$ cat src/rtl/mem_port_arbiter_if.sv
// Fetch port, data port and memory-side bundle for mem_port_arbiter.
// The arbiter binds to slave; the requesters and memory (or a bench) bind to master.
interface mem_port_arbiter_if #(
   parameter int ADDR_W = 32,
   parameter int DATA_W = 32
);
   logic              if_req;
   logic [ADDR_W-1:0] if_addr;
   logic [DATA_W-1:0] if_rdata;
   logic              if_ready;
   logic              dm_req;
   logic              dm_we;
   logic [ADDR_W-1:0] dm_addr;
   logic [DATA_W-1:0] dm_wdata;
   logic [DATA_W-1:0] dm_rdata;
   logic              dm_ready;
   logic              mem_req;
   logic              mem_we;
   logic [ADDR_W-1:0] mem_addr;
   logic [DATA_W-1:0] mem_wdata;
   logic [DATA_W-1:0] mem_rdata;
   logic              mem_ack;
   logic              stall_if;
   logic              stall_mem;
   logic              timeout;

   modport master (
      output if_req, if_addr, dm_req, dm_we, dm_addr, dm_wdata, mem_rdata, mem_ack,
      input  if_rdata, if_ready, dm_rdata, dm_ready, mem_req, mem_we, mem_addr, mem_wdata,
             stall_if, stall_mem, timeout
   );

   modport slave (
      input  if_req, if_addr, dm_req, dm_we, dm_addr, dm_wdata, mem_rdata, mem_ack,
      output if_rdata, if_ready, dm_rdata, dm_ready, mem_req, mem_we, mem_addr, mem_wdata,
             stall_if, stall_mem, timeout
   );
endinterface

$ cat src/rtl/mem_port_arbiter.sv
// Shares one variable-latency memory between the fetch and load/store ports, with a watchdog.
// Optional round-robin tie-breaking is enabled by defining ARB_ROUND_ROBIN_EN.
module mem_port_arbiter #(
   parameter int ADDR_W  = 32,
   parameter int DATA_W  = 32,
   parameter int TIMEOUT = 16
) (
   input  logic                clk,
   input  logic                reset,
   mem_port_arbiter_if.slave   bus,
   output logic [1:0]          dbg_state
);
   // Handshake: a requester holds x_req until x_ready pulses for one cycle; the memory
   // answers each mem_req with a single mem_ack strobe while mem_req is still high.
   typedef enum logic [1:0] {IDLE = 2'd0, BUSY_IF = 2'd1, BUSY_DM = 2'd2} state_t;

   localparam logic [7:0] WDOG_LAST = 8'(TIMEOUT - 1);

   state_t            state, state_nxt;
   logic [7:0]        wdog, wdog_nxt;
   logic              busy, done, abort;
   logic              elig_if, elig_dm, dm_wins, grant_if, grant_dm;
   logic              mem_req_nxt, mem_we_nxt, if_ready_nxt, dm_ready_nxt, timeout_nxt;
   logic [ADDR_W-1:0] mem_addr_nxt;
   logic [DATA_W-1:0] mem_wdata_nxt, if_rdata_nxt, dm_rdata_nxt;

   // A requester whose ready is high this cycle is still holding a stale req.
   assign elig_if       = bus.if_req & ~bus.if_ready;
   assign elig_dm       = bus.dm_req & ~bus.dm_ready;
   assign bus.stall_if  = elig_if;
   assign bus.stall_mem = elig_dm;
   assign dbg_state     = state;

   assign busy  = (state == BUSY_IF) || (state == BUSY_DM);
   assign done  = busy & bus.mem_ack;
   assign abort = busy & ~bus.mem_ack & (wdog == WDOG_LAST);

`ifdef ARB_ROUND_ROBIN_EN
   logic last_grant;  // 0 = IF, 1 = DM

   assign dm_wins = ~last_grant;

   always_ff @(posedge clk or negedge reset) begin
      if (!reset)        last_grant <= 1'b0;
      else if (grant_dm) last_grant <= 1'b1;
      else if (grant_if) last_grant <= 1'b0;
   end
`else
   assign dm_wins = 1'b1;
`endif

   always_ff @(posedge clk or negedge reset) begin
      if (!reset) begin
         state         <= IDLE;
         wdog          <= '0;
         bus.mem_req   <= 1'b0;
         bus.mem_we    <= 1'b0;
         bus.mem_addr  <= '0;
         bus.mem_wdata <= '0;
         bus.if_rdata  <= '0;
         bus.if_ready  <= 1'b0;
         bus.dm_rdata  <= '0;
         bus.dm_ready  <= 1'b0;
         bus.timeout   <= 1'b0;
      end else begin
         state         <= state_nxt;
         wdog          <= wdog_nxt;
         bus.mem_req   <= mem_req_nxt;
         bus.mem_we    <= mem_we_nxt;
         bus.mem_addr  <= mem_addr_nxt;
         bus.mem_wdata <= mem_wdata_nxt;
         bus.if_rdata  <= if_rdata_nxt;
         bus.if_ready  <= if_ready_nxt;
         bus.dm_rdata  <= dm_rdata_nxt;
         bus.dm_ready  <= dm_ready_nxt;
         bus.timeout   <= timeout_nxt;
      end
   end

   always_comb begin
      state_nxt = state;
      grant_if  = 1'b0;
      grant_dm  = 1'b0;
      case (state)
         IDLE: begin
            if (elig_dm && (dm_wins || !elig_if)) grant_dm = 1'b1;
            else if (elig_if)                     grant_if = 1'b1;
         end
         BUSY_IF: if (done && elig_dm) grant_dm = 1'b1;
         BUSY_DM: if (done && elig_if) grant_if = 1'b1;
         default: ;
      endcase
      // Re-grant on the ack edge so back-to-back accesses see no IDLE bubble.
      if (grant_dm)           state_nxt = BUSY_DM;
      else if (grant_if)      state_nxt = BUSY_IF;
      else if (done || abort) state_nxt = IDLE;
      else if (!busy)         state_nxt = IDLE;
   end

   always_comb begin
      mem_req_nxt   = bus.mem_req;
      mem_we_nxt    = bus.mem_we;
      mem_addr_nxt  = bus.mem_addr;
      mem_wdata_nxt = bus.mem_wdata;
      if_rdata_nxt  = bus.if_rdata;
      dm_rdata_nxt  = bus.dm_rdata;
      if_ready_nxt  = 1'b0;
      dm_ready_nxt  = 1'b0;
      timeout_nxt   = abort;
      wdog_nxt      = busy ? wdog + 8'd1 : 8'd0;
      if (done || abort) begin
         mem_req_nxt = 1'b0;
         wdog_nxt    = 8'd0;
         // An aborted access still completes its handshake, with zero data.
         if (state == BUSY_IF) begin
            if_ready_nxt = 1'b1;
            if_rdata_nxt = done ? bus.mem_rdata : '0;
         end else begin
            dm_ready_nxt = 1'b1;
            dm_rdata_nxt = done ? bus.mem_rdata : '0;
         end
      end
      if (grant_if) begin
         mem_req_nxt   = 1'b1;
         mem_we_nxt    = 1'b0;
         mem_addr_nxt  = bus.if_addr;
         mem_wdata_nxt = '0;
         wdog_nxt      = 8'd0;
      end
      if (grant_dm) begin
         mem_req_nxt   = 1'b1;
         mem_we_nxt    = bus.dm_we;
         mem_addr_nxt  = bus.dm_addr;
         mem_wdata_nxt = bus.dm_wdata;
         wdog_nxt      = 8'd0;
      end
   end
endmodule
$ cat src/flat_wrapper.sv
// flat-port wrapper written by rule: the top's interface ports become plain ports
module mem_port_arbiter_flat 
#(
   parameter int ADDR_W  = 32,
   parameter int DATA_W  = 32,
   parameter int TIMEOUT = 16
)
  (clk, reset, dbg_state, bus_if_req, bus_if_addr, bus_dm_req, bus_dm_we, bus_dm_addr, bus_dm_wdata, bus_mem_rdata, bus_mem_ack, bus_if_rdata, bus_if_ready, bus_dm_rdata, bus_dm_ready, bus_mem_req, bus_mem_we, bus_mem_addr, bus_mem_wdata, bus_stall_if, bus_stall_mem, bus_timeout);
  mem_port_arbiter_if #(.ADDR_W(ADDR_W), .DATA_W(DATA_W)) bus_i ();
  input  logic clk;
  input  logic reset;
  output logic [1:0] dbg_state;
  input wire logic [$bits(bus_i.if_req)-1:0] bus_if_req;
  input wire logic [$bits(bus_i.if_addr)-1:0] bus_if_addr;
  input wire logic [$bits(bus_i.dm_req)-1:0] bus_dm_req;
  input wire logic [$bits(bus_i.dm_we)-1:0] bus_dm_we;
  input wire logic [$bits(bus_i.dm_addr)-1:0] bus_dm_addr;
  input wire logic [$bits(bus_i.dm_wdata)-1:0] bus_dm_wdata;
  input wire logic [$bits(bus_i.mem_rdata)-1:0] bus_mem_rdata;
  input wire logic [$bits(bus_i.mem_ack)-1:0] bus_mem_ack;
  output wire logic [$bits(bus_i.if_rdata)-1:0] bus_if_rdata;
  output wire logic [$bits(bus_i.if_ready)-1:0] bus_if_ready;
  output wire logic [$bits(bus_i.dm_rdata)-1:0] bus_dm_rdata;
  output wire logic [$bits(bus_i.dm_ready)-1:0] bus_dm_ready;
  output wire logic [$bits(bus_i.mem_req)-1:0] bus_mem_req;
  output wire logic [$bits(bus_i.mem_we)-1:0] bus_mem_we;
  output wire logic [$bits(bus_i.mem_addr)-1:0] bus_mem_addr;
  output wire logic [$bits(bus_i.mem_wdata)-1:0] bus_mem_wdata;
  output wire logic [$bits(bus_i.stall_if)-1:0] bus_stall_if;
  output wire logic [$bits(bus_i.stall_mem)-1:0] bus_stall_mem;
  output wire logic [$bits(bus_i.timeout)-1:0] bus_timeout;
  assign bus_i.if_req = bus_if_req;
  assign bus_i.if_addr = bus_if_addr;
  assign bus_i.dm_req = bus_dm_req;
  assign bus_i.dm_we = bus_dm_we;
  assign bus_i.dm_addr = bus_dm_addr;
  assign bus_i.dm_wdata = bus_dm_wdata;
  assign bus_i.mem_rdata = bus_mem_rdata;
  assign bus_i.mem_ack = bus_mem_ack;
  assign bus_if_rdata = bus_i.if_rdata;
  assign bus_if_ready = bus_i.if_ready;
  assign bus_dm_rdata = bus_i.dm_rdata;
  assign bus_dm_ready = bus_i.dm_ready;
  assign bus_mem_req = bus_i.mem_req;
  assign bus_mem_we = bus_i.mem_we;
  assign bus_mem_addr = bus_i.mem_addr;
  assign bus_mem_wdata = bus_i.mem_wdata;
  assign bus_stall_if = bus_i.stall_if;
  assign bus_stall_mem = bus_i.stall_mem;
  assign bus_timeout = bus_i.timeout;
  mem_port_arbiter #(.ADDR_W(ADDR_W), .DATA_W(DATA_W), .TIMEOUT(TIMEOUT)) u_core (.clk(clk), .reset(reset), .bus(bus_i), .dbg_state(dbg_state));
endmodule
$ cat config.mk
export PLATFORM = sky130hd
export DESIGN_NAME = mem_port_arbiter_flat
export DESIGN_NICKNAME = d
export VERILOG_FILES = /design/src/rtl/mem_port_arbiter_if.sv /design/src/rtl/mem_port_arbiter.sv /design/src/flat_wrapper.sv
export SDC_FILE = /design/constraint.sdc
export NUM_CORES = 1
export LEC_CHECK = 0
export ABC_AREA = 1
export BUFFER_PORTS_ARGS = -buffer_cell sky130_fd_sc_hd__buf_2
export CORE_AREA = 2 2 147 92
export DETAILED_ROUTE_END_ITERATION = 8
export DIE_AREA = 0 0 149 94
export GPL_TIMING_DRIVEN = 1
export HOLD_SLACK_MARGIN = 0.06
export PLACE_DENSITY = 0.79
export SLEW_MARGIN = 20
export SYNTH_ARGS = -nofsm -noshare
export SYNTH_HDL_FRONTEND = slang
export SYNTH_SLANG_ARGS = --single-unit
$ cat constraint.sdc
create_clock -name clk -period 2.2 [get_ports clk]
set_input_delay 0.11 -clock clk [delete_from_list [all_inputs] [get_ports clk]]
set_output_delay 0.11 -clock clk [all_outputs]
set_load 0.005 [all_outputs]
==> results.md, run 1 <==
* Synth cell count leaders: nand2_1 (271), dfrtp_1 (143), o21ai_1 (58)
* DRC viols at 2
* Synth Instances at 634
* YS warnings at 0
* Worst Hold Path EP: u_core.bus.timeout$_DFF_PN0_
* Worst EP arrival at 2270 ps
* Top FF cell, synth: dfrtp_1
* # port buffers at 270
* Fmax at 0.4985 GHz
* Slew margin rel. at 69.31%
* Layout net count at 1,171
* Final Hold Fails at 0
* Worst-path cell chain: inv_1 -> ha_1 -> inv_2 -> nor2_2 -> nand3_2 -> o21bai_4 -> nand2_4 -> nand2_1 -> o21ai_0
* CP delay by family, top: simple AND/OR/NAND/NOR gates
* Clock sinks at 143
* Final Cycle Share at 91.18%
* Worst VDD drop at 0.6433 mV
* Yosys top cell by area: dfrtp_1
* Critical hold path startpoint: bus_mem_ack
* DRT iter0 DRCs at 355
* CTS tree: yes
* Slew @ Worst Pin at 460.4 ps
* DR pass1 iterations at 7
* Core area at 12,570 um^2
* Worst Reg2Reg Path Length in Cells at 9
* WL/cell at 14.96 um
* Routed WL at 18.19 mm
* Clk pin slew, worst setup/hold paths at 60 ps
* Via density at 4.815
* Synthesis-stage register bit count at 143
* Largest net degree at the start of global routing at 70
* Met2 Usage GRT at 44.35%
* Top area cells in the synthesized netlist: dfrtp_1 (62%), nand2_1 (18%), o21ai_1 (5.0%), inv_1 (3.0%), nand3_1 (2.9%)
* Req. time, crit path at 2460 ps
* Post-route cell area at 9101 um^2
* Status: complete, but fails checks
* Final setup fails at 0
* Netlist cell types at 22
* Max Cap Viol at 0
* Worst-Skew Late Latency at 410 ps
* Most frequent cell after synthesis: nand2_1
* GR Util met3 at 8.058%
* I/O pin count at 271
* Area grow syn2layout at 57.04%
* Global route total overflow at 0
* Crit path buffers/inverters at 2
* CTS root buffer: clkbuf_16
* Post-synthesis sequential area ratio at 61.74%
* H-tree depth at 4
* Num CTS Buffers at 17
* Detailed Place HPWL at 10.72 mm
* Vias at 5,855
* Gr busiest metal: met2
* Setup bufs post-CTS at 0
* Row Count at 32
* DIE HEIGHT at 94 um
* Worst R2R End: u_core.bus.dm_rdata[1]$_DFFE_PN0P_
* Setup repair after global routing missed its margin: no
* Leak at 5.024 nW
* Synth top area share at 61.74%
* Critical Path Slowest Stage Cell: dfrtp_1
* Tot GR Track Use at 26.91%
* Power per cell area at 1256 nW/um^2
* Post-Syn Nets at 772
* Max-slew violations at 0
* CTS max path bufs at 2
* Total power at 11.43 mW
* Hold-critical path depth at 4
* Avg Cell Area, Syn at 9.141 um^2
* Final ANT Viol Nets at 0
* # diodes at 0
* Initial Utilization at 46.10%
* Asr flop ratio synth at 100.0%
* Worst Path Max Fanout at 33
* Full die area at 14,010 um^2
* Fillers at 905
* Post-synth EDFFs at 0
* First-pass GRT wire length at 29.39 mm
* Failing checks: design-rule violations
* Fin crit period at 2006 ps
* Sum of negative setup slack at 0 ps
* Cell Area, Placed at 7234 um^2
* Multi-input gate area at 1800 um^2
* Register Area at 3578 um^2
* Synthesized cell area at 5796 um^2
* Final Wtd Congestion at 0.8007
* Kind of critical path: reg2reg
* Setup crit start kind: register
* Global Route met1 Usage at 32.39%
* Skew final at 14.05 ps
* R2R Setup Slk at 190 ps
* HP Class: in2reg
* Vias in the first global route at 6,006
* Share of layout cells above drive strength 1 at 30.78%
* CP endpoint kind: register
* CP max stage delay at 390 ps
* Die X-Extent at 149 um
* FF-to-FF Start: u_core.dbg_state[1]$_DFFE_PN0P_
* Antenna violations before repair at 0
-- per-stage QoR --
stage	hold slack [ps]	instances	util (%)	setup WS, ps
floorplan	-185.6	634	-	528.1
global placement	87.13	1054	57.54	336.3
detailed placement	83.14	1054	57.54	201.7
CTS	70.83	1216	72.39	197.1
global route	100.1	1216	72.39	4.174
finish	81.64	1216	72.39	194.0
-- how the worst max path moves through the flow --
| stage | start | end | slack, ps | depth (start not counted) |
|---|---|---|---|---|
| floorplan | u_core.dbg_state[0]$_DFFE_PN0P_ | u_core.bus.mem_req$_DFFE_PN0P_ | 530 | 9 |
| detailed placement | u_core.dbg_state[0]$_DFFE_PN0P_ | u_core.bus.dm_rdata[1]$_DFFE_PN0P_ | 200 | 9 |
| finish | u_core.dbg_state[1]$_DFFE_PN0P_ | u_core.bus.dm_rdata[1]$_DFFE_PN0P_ | 190 | 9 |
| global placement | u_core.dbg_state[0]$_DFFE_PN0P_ | u_core.bus.dm_rdata[1]$_DFFE_PN0P_ | 340 | 9 |
| global route | u_core.dbg_state[1]$_DFFE_PN0P_ | u_core.bus.dm_rdata[1]$_DFFE_PN0P_ | 4 | 9 |
| CTS | u_core.dbg_state[0]$_DFFE_PN0P_ | u_core.bus.dm_rdata[1]$_DFFE_PN0P_ | 200 | 9 |
-- sequential cells by signal, summed over array words and instances (netlist names) --
signal and flops:
u_core.bus.mem_we 1, u_core.bus.if_ready 1, u_core.bus.dm_rdata 32, u_core.bus.timeout 1
u_core.wdog 8, u_core.dbg_state 2, u_core.bus.mem_addr 32, u_core.bus.dm_ready 1
u_core.bus.mem_wdata 32, u_core.bus.mem_req 1, u_core.bus.if_rdata 32
-- cell families after synthesis --
logic type / after synthesis / share of synthesized area [%]
and+or+nand+nor: 332 / 22.88
DFF: 143 / 61.74
buffers and inverters: 78 / 7.232
AOI/OAI and AO/OA: 71 / 6.369
xor gates and xnor gates: 6 / 0.9067
adders and majority gates: 4 / 0.8636
-- final cells by class --
cell class	count	area share (%)
multi-input combinational	413	19.78
sequential	143	39.32
clock inverter	15	1.540
clock buffer	17	4.674
timing repair buffer	408	30.29
tap	170	2.337
inverter	50	2.062
-- report_power, final --
| group | total [mW] | switching [mW] | internal (mW) |
|---|---|---|---|
| combinational | 4.28 | 2.45 | 1.83 |
| sequential | 4.42 | 0.643 | 3.77 |
| clock | 2.74 | 1.24 | 1.51 |
-- per-layer routing --
layer	share of wire, %	vias up
li1	-	2772
met1	40	2699
met3	8.0	65
met4	3.3	0
met5	0	-
met2	49	319
-- worst min-delay path, delay by kind of cell --
family        cells  cell delay (ps)
buf+inv           1              140
simple gates      3              210
-- cells in the final DEF, fill, tap and decap left out --
master | synthesis | final
nand2_1 | 271 | 271
buf_2 | 5 | 269
dfrtp_1 | 143 | 143
dlygate4sd3_1 | 0 | 130
o21ai_1 | 58 | 58
inv_1 | 47 | 47
nand3_1 | 34 | 34
nor2_1 | 19 | 18
clkbuf_16 | 0 | 17
o21ai_0 | 9 | 9
inv_8 | 0 | 6
xor2_1 | 5 | 5
inv_6 | 0 | 5
buf_4 | 2 | 5
ha_1 | 4 | 4
inv_2 | 3 | 3
a21oi_1 | 3 | 3
buf_12 | 0 | 3
nor2_2 | 1 | 2
nand3_2 | 2 | 2
nand2_2 | 2 | 2
nand2_4 | 2 | 2
clkinvlp_4 | 0 | 2
o21bai_4 | 1 | 1
and3_1 | 1 | 1
xnor2_1 | 1 | 1
clkinv_2 | 0 | 1
clkinv_4 | 0 | 1
buf_6 | 15 | 1
-- repair_timing --
| item | CTS | global route |
|---|---|---|
| endpoints found under the hold margin | 179 | 0 |
| endpoints found under the setup margin | 0 | 0 |
| resized for setup | 0 | 0 |
| hold buffers | 130 | 0 |
(Power assumes the default switching activity.)
==> run 2, diff against run 1 <==
--- a/config.mk
+++ b/config.mk
@@ -6,13 +6,14 @@
 export NUM_CORES = 1
 export LEC_CHECK = 0
 export ABC_AREA = 1
-export BUFFER_PORTS_ARGS = -buffer_cell sky130_fd_sc_hd__buf_2
-export CORE_AREA = 2 2 147 92
+export CORE_AREA = 2 2 136 85
+export CTS_CLUSTER_SIZE = 12
 export DETAILED_ROUTE_END_ITERATION = 8
-export DIE_AREA = 0 0 149 94
+export DIE_AREA = 0 0 138 87
+export DONT_BUFFER_PORTS = 1
 export GPL_TIMING_DRIVEN = 1
 export HOLD_SLACK_MARGIN = 0.06
-export PLACE_DENSITY = 0.79
+export PLACE_DENSITY = 0.69
 export SLEW_MARGIN = 20
 export SYNTH_ARGS = -nofsm -noshare
 export SYNTH_HDL_FRONTEND = slang
==> run 2 against run 1 <==
Compared with the run above: the run ends with negative hold slack left; routed wire length decreased by 13%; die area is 14% lower; maximum frequency fell by 1.3%; flip-flop and latch count stayed put; register-to-register slack lost 30 ps.
==> results.md, run 2 (same netlist as run 1, synthesis figures left out) <==
* Tot GR Track Use at 26.55%
* Final ANT Viol Nets at 0
* CP endpoint kind: register
* Initial Utilization at 53.24%
* Final Wtd Congestion at 0.8249
* CTS root buffer: clkbuf_16
* Share of layout cells above drive strength 1 at 6.331%
* Final Cycle Share at 92.39%
* Hold_buf cts at 130
* Register Area at 3578 um^2
* HP Class: in2async
* Power per cell area at 1394 nW/um^2
* Fin crit period at 2033 ps
* H-tree depth at 4
* DR pass1 iterations at 5
* Routed WL at 15.88 mm
* DRC viols at 0
* Multi-input gate area at 1800 um^2
* Sum of negative setup slack at 0 ps
* Vias in the first global route at 5,003
* Failing checks: negative hold slack
* Detailed Place HPWL at 9.223 mm
* # diodes at 0
* Final setup fails at 0
* Setup repair after global routing missed its margin: no
* Leak at 3.922 nW
* Crit path buffers/inverters at 2
* CTS tree: yes
* Worst Reg2Reg Path Length in Cells at 9
* Final Hold Fails at 143
* Vias at 4,816
* Full die area at 12,010 um^2
* Via density at 5.246
* Worst-path cell chain: inv_1 -> ha_1 -> inv_2 -> nor2_2 -> nand3_2 -> o21bai_4 -> nand2_4 -> nand2_1 -> o21ai_0
* Largest net degree at the start of global routing at 144
* Clock sinks at 143
* Setup bufs post-CTS at 0
* Num CTS Buffers at 17
* Row Count at 30
* Req. time, crit path at 2460 ps
* Antenna violations before repair at 0
* Hold slack at -605.5 ps
* Layout net count at 899
* Die X-Extent at 138 um
* Worst-Skew Late Latency at 410 ps
* Post-route cell area at 7816 um^2
* # port buffers at 0
* WL/cell at 17.30 um
* Clk pin slew, worst setup/hold paths at 60 ps
* CP max stage delay at 430 ps
* Core area at 10,890 um^2
* DIE HEIGHT at 87 um
* Fmax at 0.4920 GHz
* Critical Path Slowest Stage Cell: dfrtp_1
* Worst VDD drop at 0.7549 mV
* Kind of critical path: reg2reg
* I/O pin count at 271
* Area grow syn2layout at 34.87%
* CP delay by family, top: simple AND/OR/NAND/NOR gates
* CTS max path bufs at 2
* Slew margin rel. at 73.59%
* First-pass GRT wire length at 25.22 mm
* Most common cell after layout, fill and taps aside: nand2_1
* Post-CTS Resized at 0
* Setup crit start kind: register
* Critical path depth at 9
* Fillers at 746
* DRT iter0 DRCs at 366
* Global route total overflow at 0
* Worst Path Max Fanout at 33
* Most frequent cells in the layout: nand2_1 (271), dfrtp_1 (143), dlygate4sd3_1 (130)
* Status: complete, but fails checks
* Skew final at 11.72 ps
* Cell Area, Placed at 5829 um^2
* Max-slew violations at 0
* Worst EP arrival at 2300 ps
* Slew @ Worst Pin at 396.1 ps
* Max Cap Viol at 0
run 2: cell count changes in the layout (fill, tap and decap cells not counted), sizes merged:
cell,before,now
clkinv,2,3
buf,278,6
clkinvlp,2,0
clkbuf,17,20
inv,61,53
bufinv,0,6
run 2: cell type report:
type                            instances  area share, %
Sequential cell                       143          45.78
Timing Repair Buffer                  136          17.70
Multi-Input combinational cell        413          23.04
Tap cell                              144          2.305
Clock inverter                         12          2.929
Inverter                               50          2.401
Clock buffer                           20          5.843
run 2: path summary, 6_finish.rpt:
kind | start | slack (ps) | endpoint
max in group asynchronous | reset | 2620 | u_core.bus.mem_addr[15]$_DFFE_PN0P_
setup reg to reg | u_core.dbg_state[1]$_DFFE_PN0P_ | 170 | u_core.bus.dm_rdata[1]$_DFFE_PN0P_
setup / recovery | u_core.dbg_state[1]$_DFFE_PN0P_ | 170 | u_core.bus.dm_rdata[1]$_DFFE_PN0P_
min in group clk | bus_dm_req | 170 | u_core.dbg_state[1]$_DFFE_PN0P_
hold / removal | reset | -610 | u_core.bus.if_rdata[8]$_DFFE_PN0P_
hold reg to reg | u_core.wdog[0]$_DFF_PN0_ | 470 | u_core.wdog[0]$_DFF_PN0_
run 2: stage by stage:
step           setup slack [ps]  util (%)  total power, mW  cells  hold slack, ps
4_1_cts                   176.9     71.80            10.88    918          -619.6
2_1_floorplan             528.1         -            6.686    634          -185.6
5_1_grt                   23.11     71.80            11.59    918          -622.6
6_report                  167.5     71.80            10.90    918          -605.5
3_5_place_dp              169.6     53.55            7.369    756          -183.0
3_3_place_gp              231.9     53.55            7.190    756          -183.5
run 2: metal layers:
metal	up-vias	GRT usage [%]	wire, um
met5	-	0	0
met3	46	8.961	1336
met1	2299	31.27	6060
met2	248	44.87	7985
li1	2223	-	-
met4	0	12.71	497
run 2: report_power, final:
group          leakage (nW)  total, mW  switching (mW)  internal [mW]
registers              1.81       4.79            1.01           3.78
clock network         0.336       3.28            1.08           2.20
logic                  1.77       2.82            1.75           1.07
total                  3.92       10.9            3.84           7.06
==> run 3, diff against run 2 <==
--- a/config.mk
+++ b/config.mk
@@ -13,7 +13,7 @@
 export DONT_BUFFER_PORTS = 1
 export GPL_TIMING_DRIVEN = 1
 export HOLD_SLACK_MARGIN = 0.06
-export PLACE_DENSITY = 0.69
+export PLACE_DENSITY = 0.72
 export SLEW_MARGIN = 20
 export SYNTH_ARGS = -nofsm -noshare
 export SYNTH_HDL_FRONTEND = slang
==> constraint.sdc (replaced) <==
create_clock -name clk -period 1.8 [get_ports clk]
set_input_delay 0.09 -clock clk [delete_from_list [all_inputs] [get_ports clk]]
set_output_delay 0.09 -clock clk [all_outputs]
set_load 0.005 [all_outputs]
==> run 3 against run 2 <==
Compared with the run above: the run still ends with negative hold slack left; sequential share of layout area decreased by 1.6 points; highest routed layer unchanged; clock skew decreased by 1.7 ps; utilization increased by 2.6 points; critical endpoint is now u_core.bus.if_rdata[21]$_DFFE_PN0P_; non-clock buffer count increased by 14; final area increased by 3.6%; sequential power increased by 23%; clock power increased by 13%.
==> results.md, run 3 (same netlist as run 1, synthesis figures left out) <==
* Status: complete, but fails checks
* Failing checks: negative hold slack
* Area grow syn2layout at 39.68%
* Worst Reg2Reg Path Length in Cells at 10
* Largest net degree at the start of global routing at 144
* Vias at 5,131
* Via density at 5.482
* Fin crit period at 1773 ps
* Max Cap Viol at 0
* Worst-Skew Late Latency at 400 ps
* Global route total overflow at 0
* Fmax at 0.5639 GHz
* Final Cycle Share at 98.53%
* Antenna violations before repair at 0
* Setup repair after global routing missed its margin: yes
* CP startpoint: u_core.dbg_state[1]$_DFFE_PN0P_
* Register Area at 3578 um^2
* Layout Cells excl Fill at 936
* WL/cell at 19.20 um
* Layout net count at 918
* Final setup fails at 0
* Setup crit start kind: register
* Die X-Extent at 138 um
* Num CTS Buffers at 17
* Leak at 4.007 nW
* # port buffers at 0
* Req. time, crit path at 2070 ps
* CTS max path bufs at 2
* Skew final at 10.02 ps
* Clk pin slew, worst setup/hold paths at 60 ps
* DRT iter0 DRCs at 490
* I/O pin count at 271
* Final Wtd Congestion at 0.7823
* Most common cell after layout, fill and taps aside: nand2_1
* First-pass GRT wire length at 26.50 mm
* Sum of negative setup slack at 0 ps
* Tot GR Track Use at 27.97%
* Slew margin rel. at 74.06%
* DR pass1 iterations at 5
* CTS root buffer: clkbuf_16
* Hold_buf cts at 130
* Full die area at 12,010 um^2
* Slew @ Worst Pin at 385.0 ps
* HP Class: in2async
* Multi-input gate area at 1946 um^2
* Placed cells at 762
* Critical path depth at 10
* Vias in the first global route at 5,209
* Hold slack at -621.7 ps
* CP delay by family, top: simple AND/OR/NAND/NOR gates
* Share of layout cells above drive strength 1 at 9.596%
* CP max stage delay at 360 ps
* Worst EP arrival at 2050 ps
* DRC viols at 0
* Met2 Usage GRT at 46.35%
* CP dominant cell by count: inv_2
* Final worst slack at 26.51 ps
* Final ANT Viol Nets at 0
* Routed WL at 17.97 mm
* Power per cell area at 1734 nW/um^2
* CP endpoint kind: register
* Worst VDD drop at 1.041 mV
* Worst Path Max Fanout at 8
* Core area at 10,890 um^2
* Gr busiest metal: met2
* Crit path buffers/inverters at 3
* GR Util met3 at 8.356%
* Worst-path cell chain: inv_2 -> ha_4 -> inv_2 -> nor2_2 -> nand3_2 -> o21bai_4 -> buf_12 -> nand2_4 -> nand2_1 -> o21ai_1
* Row Count at 30
* DIE HEIGHT at 87 um
* Kind of critical path: reg2reg
* Detailed Place HPWL at 9.319 mm
* Initial Utilization at 53.24%
* Clock sinks at 143
* Max-slew violations at 0
* # diodes at 0
* H-tree depth at 4
* Global Route met1 Usage at 33.80%
* Most frequent cells in the layout: nand2_1 (266), dfrtp_1 (143), dlygate4sd3_1 (130)
* Final Hold Fails at 143
* Critical Path Slowest Stage Cell: dfrtp_1
* CTS tree: yes
* Pre-CTS WS at -37.21 ps
* FF-to-FF Start: u_core.dbg_state[1]$_DFFE_PN0P_
* Fillers at 711
run 3: report_power, final:
part / switching [mW] / internal [mW]
combinational: 2.69 / 1.76
clock: 1.36 / 2.36
sequential: 1.25 / 4.62
run 3: routing by layer:
layer	vias up	share of wire (%)	wire, um
met4	0	3.3	601
met2	322	49	8833
li1	2269	-	-
met5	-	0	0
met1	2474	39	6989
met3	66	8.6	1544
run 3: path summary, 6_finish.rpt:
check	to	slack, ps
max reg2reg	u_core.bus.if_rdata[21]$_DFFE_PN0P_	30
max	u_core.bus.if_rdata[21]$_DFFE_PN0P_	30
min in group clk	u_core.bus.dm_rdata[13]$_DFFE_PN0P_	210
max in group asynchronous	u_core.bus.mem_addr[9]$_DFFE_PN0P_	2200
min	u_core.bus.if_rdata[10]$_DFFE_PN0P_	-620
min reg2reg	u_core.wdog[0]$_DFF_PN0_	470
run 3: metrics by stage:
stage,hold slack (ps),instance area [um^2],power [mW],util [%]
2_1_floorplan,-205.6,5796,8.172,-
3_3_place_gp,-203.4,5887,8.896,54.08
3_5_place_dp,-203.8,5887,9.140,54.08
4_1_cts,-639.0,7873,13.29,72.32
5_1_grt,-642.9,8095,14.87,74.37
6_report,-621.7,8095,14.04,74.37
run 3: cell type report:
cell class,instances,share of cell area [%]
Multi-Input combinational cell,418,24.03
Sequential cell,143,44.20
Clock inverter,12,2.303
Timing Repair Buffer,150,19.37
Clock buffer,19,5.471
Inverter,50,2.396
Tap cell,144,2.226
run 3: repair_timing:
| item | in CTS | in global routing |
|---|---|---|
| resized for setup | 2 | 23 |
| buffers inserted | 1 | 5 |
| endpoints found under the setup margin | 54 | 138 |
| pin swaps | 1 | 4 |
| gates cloned | 1 | 6 |
| hold endpoints to repair | 274 | 143 |
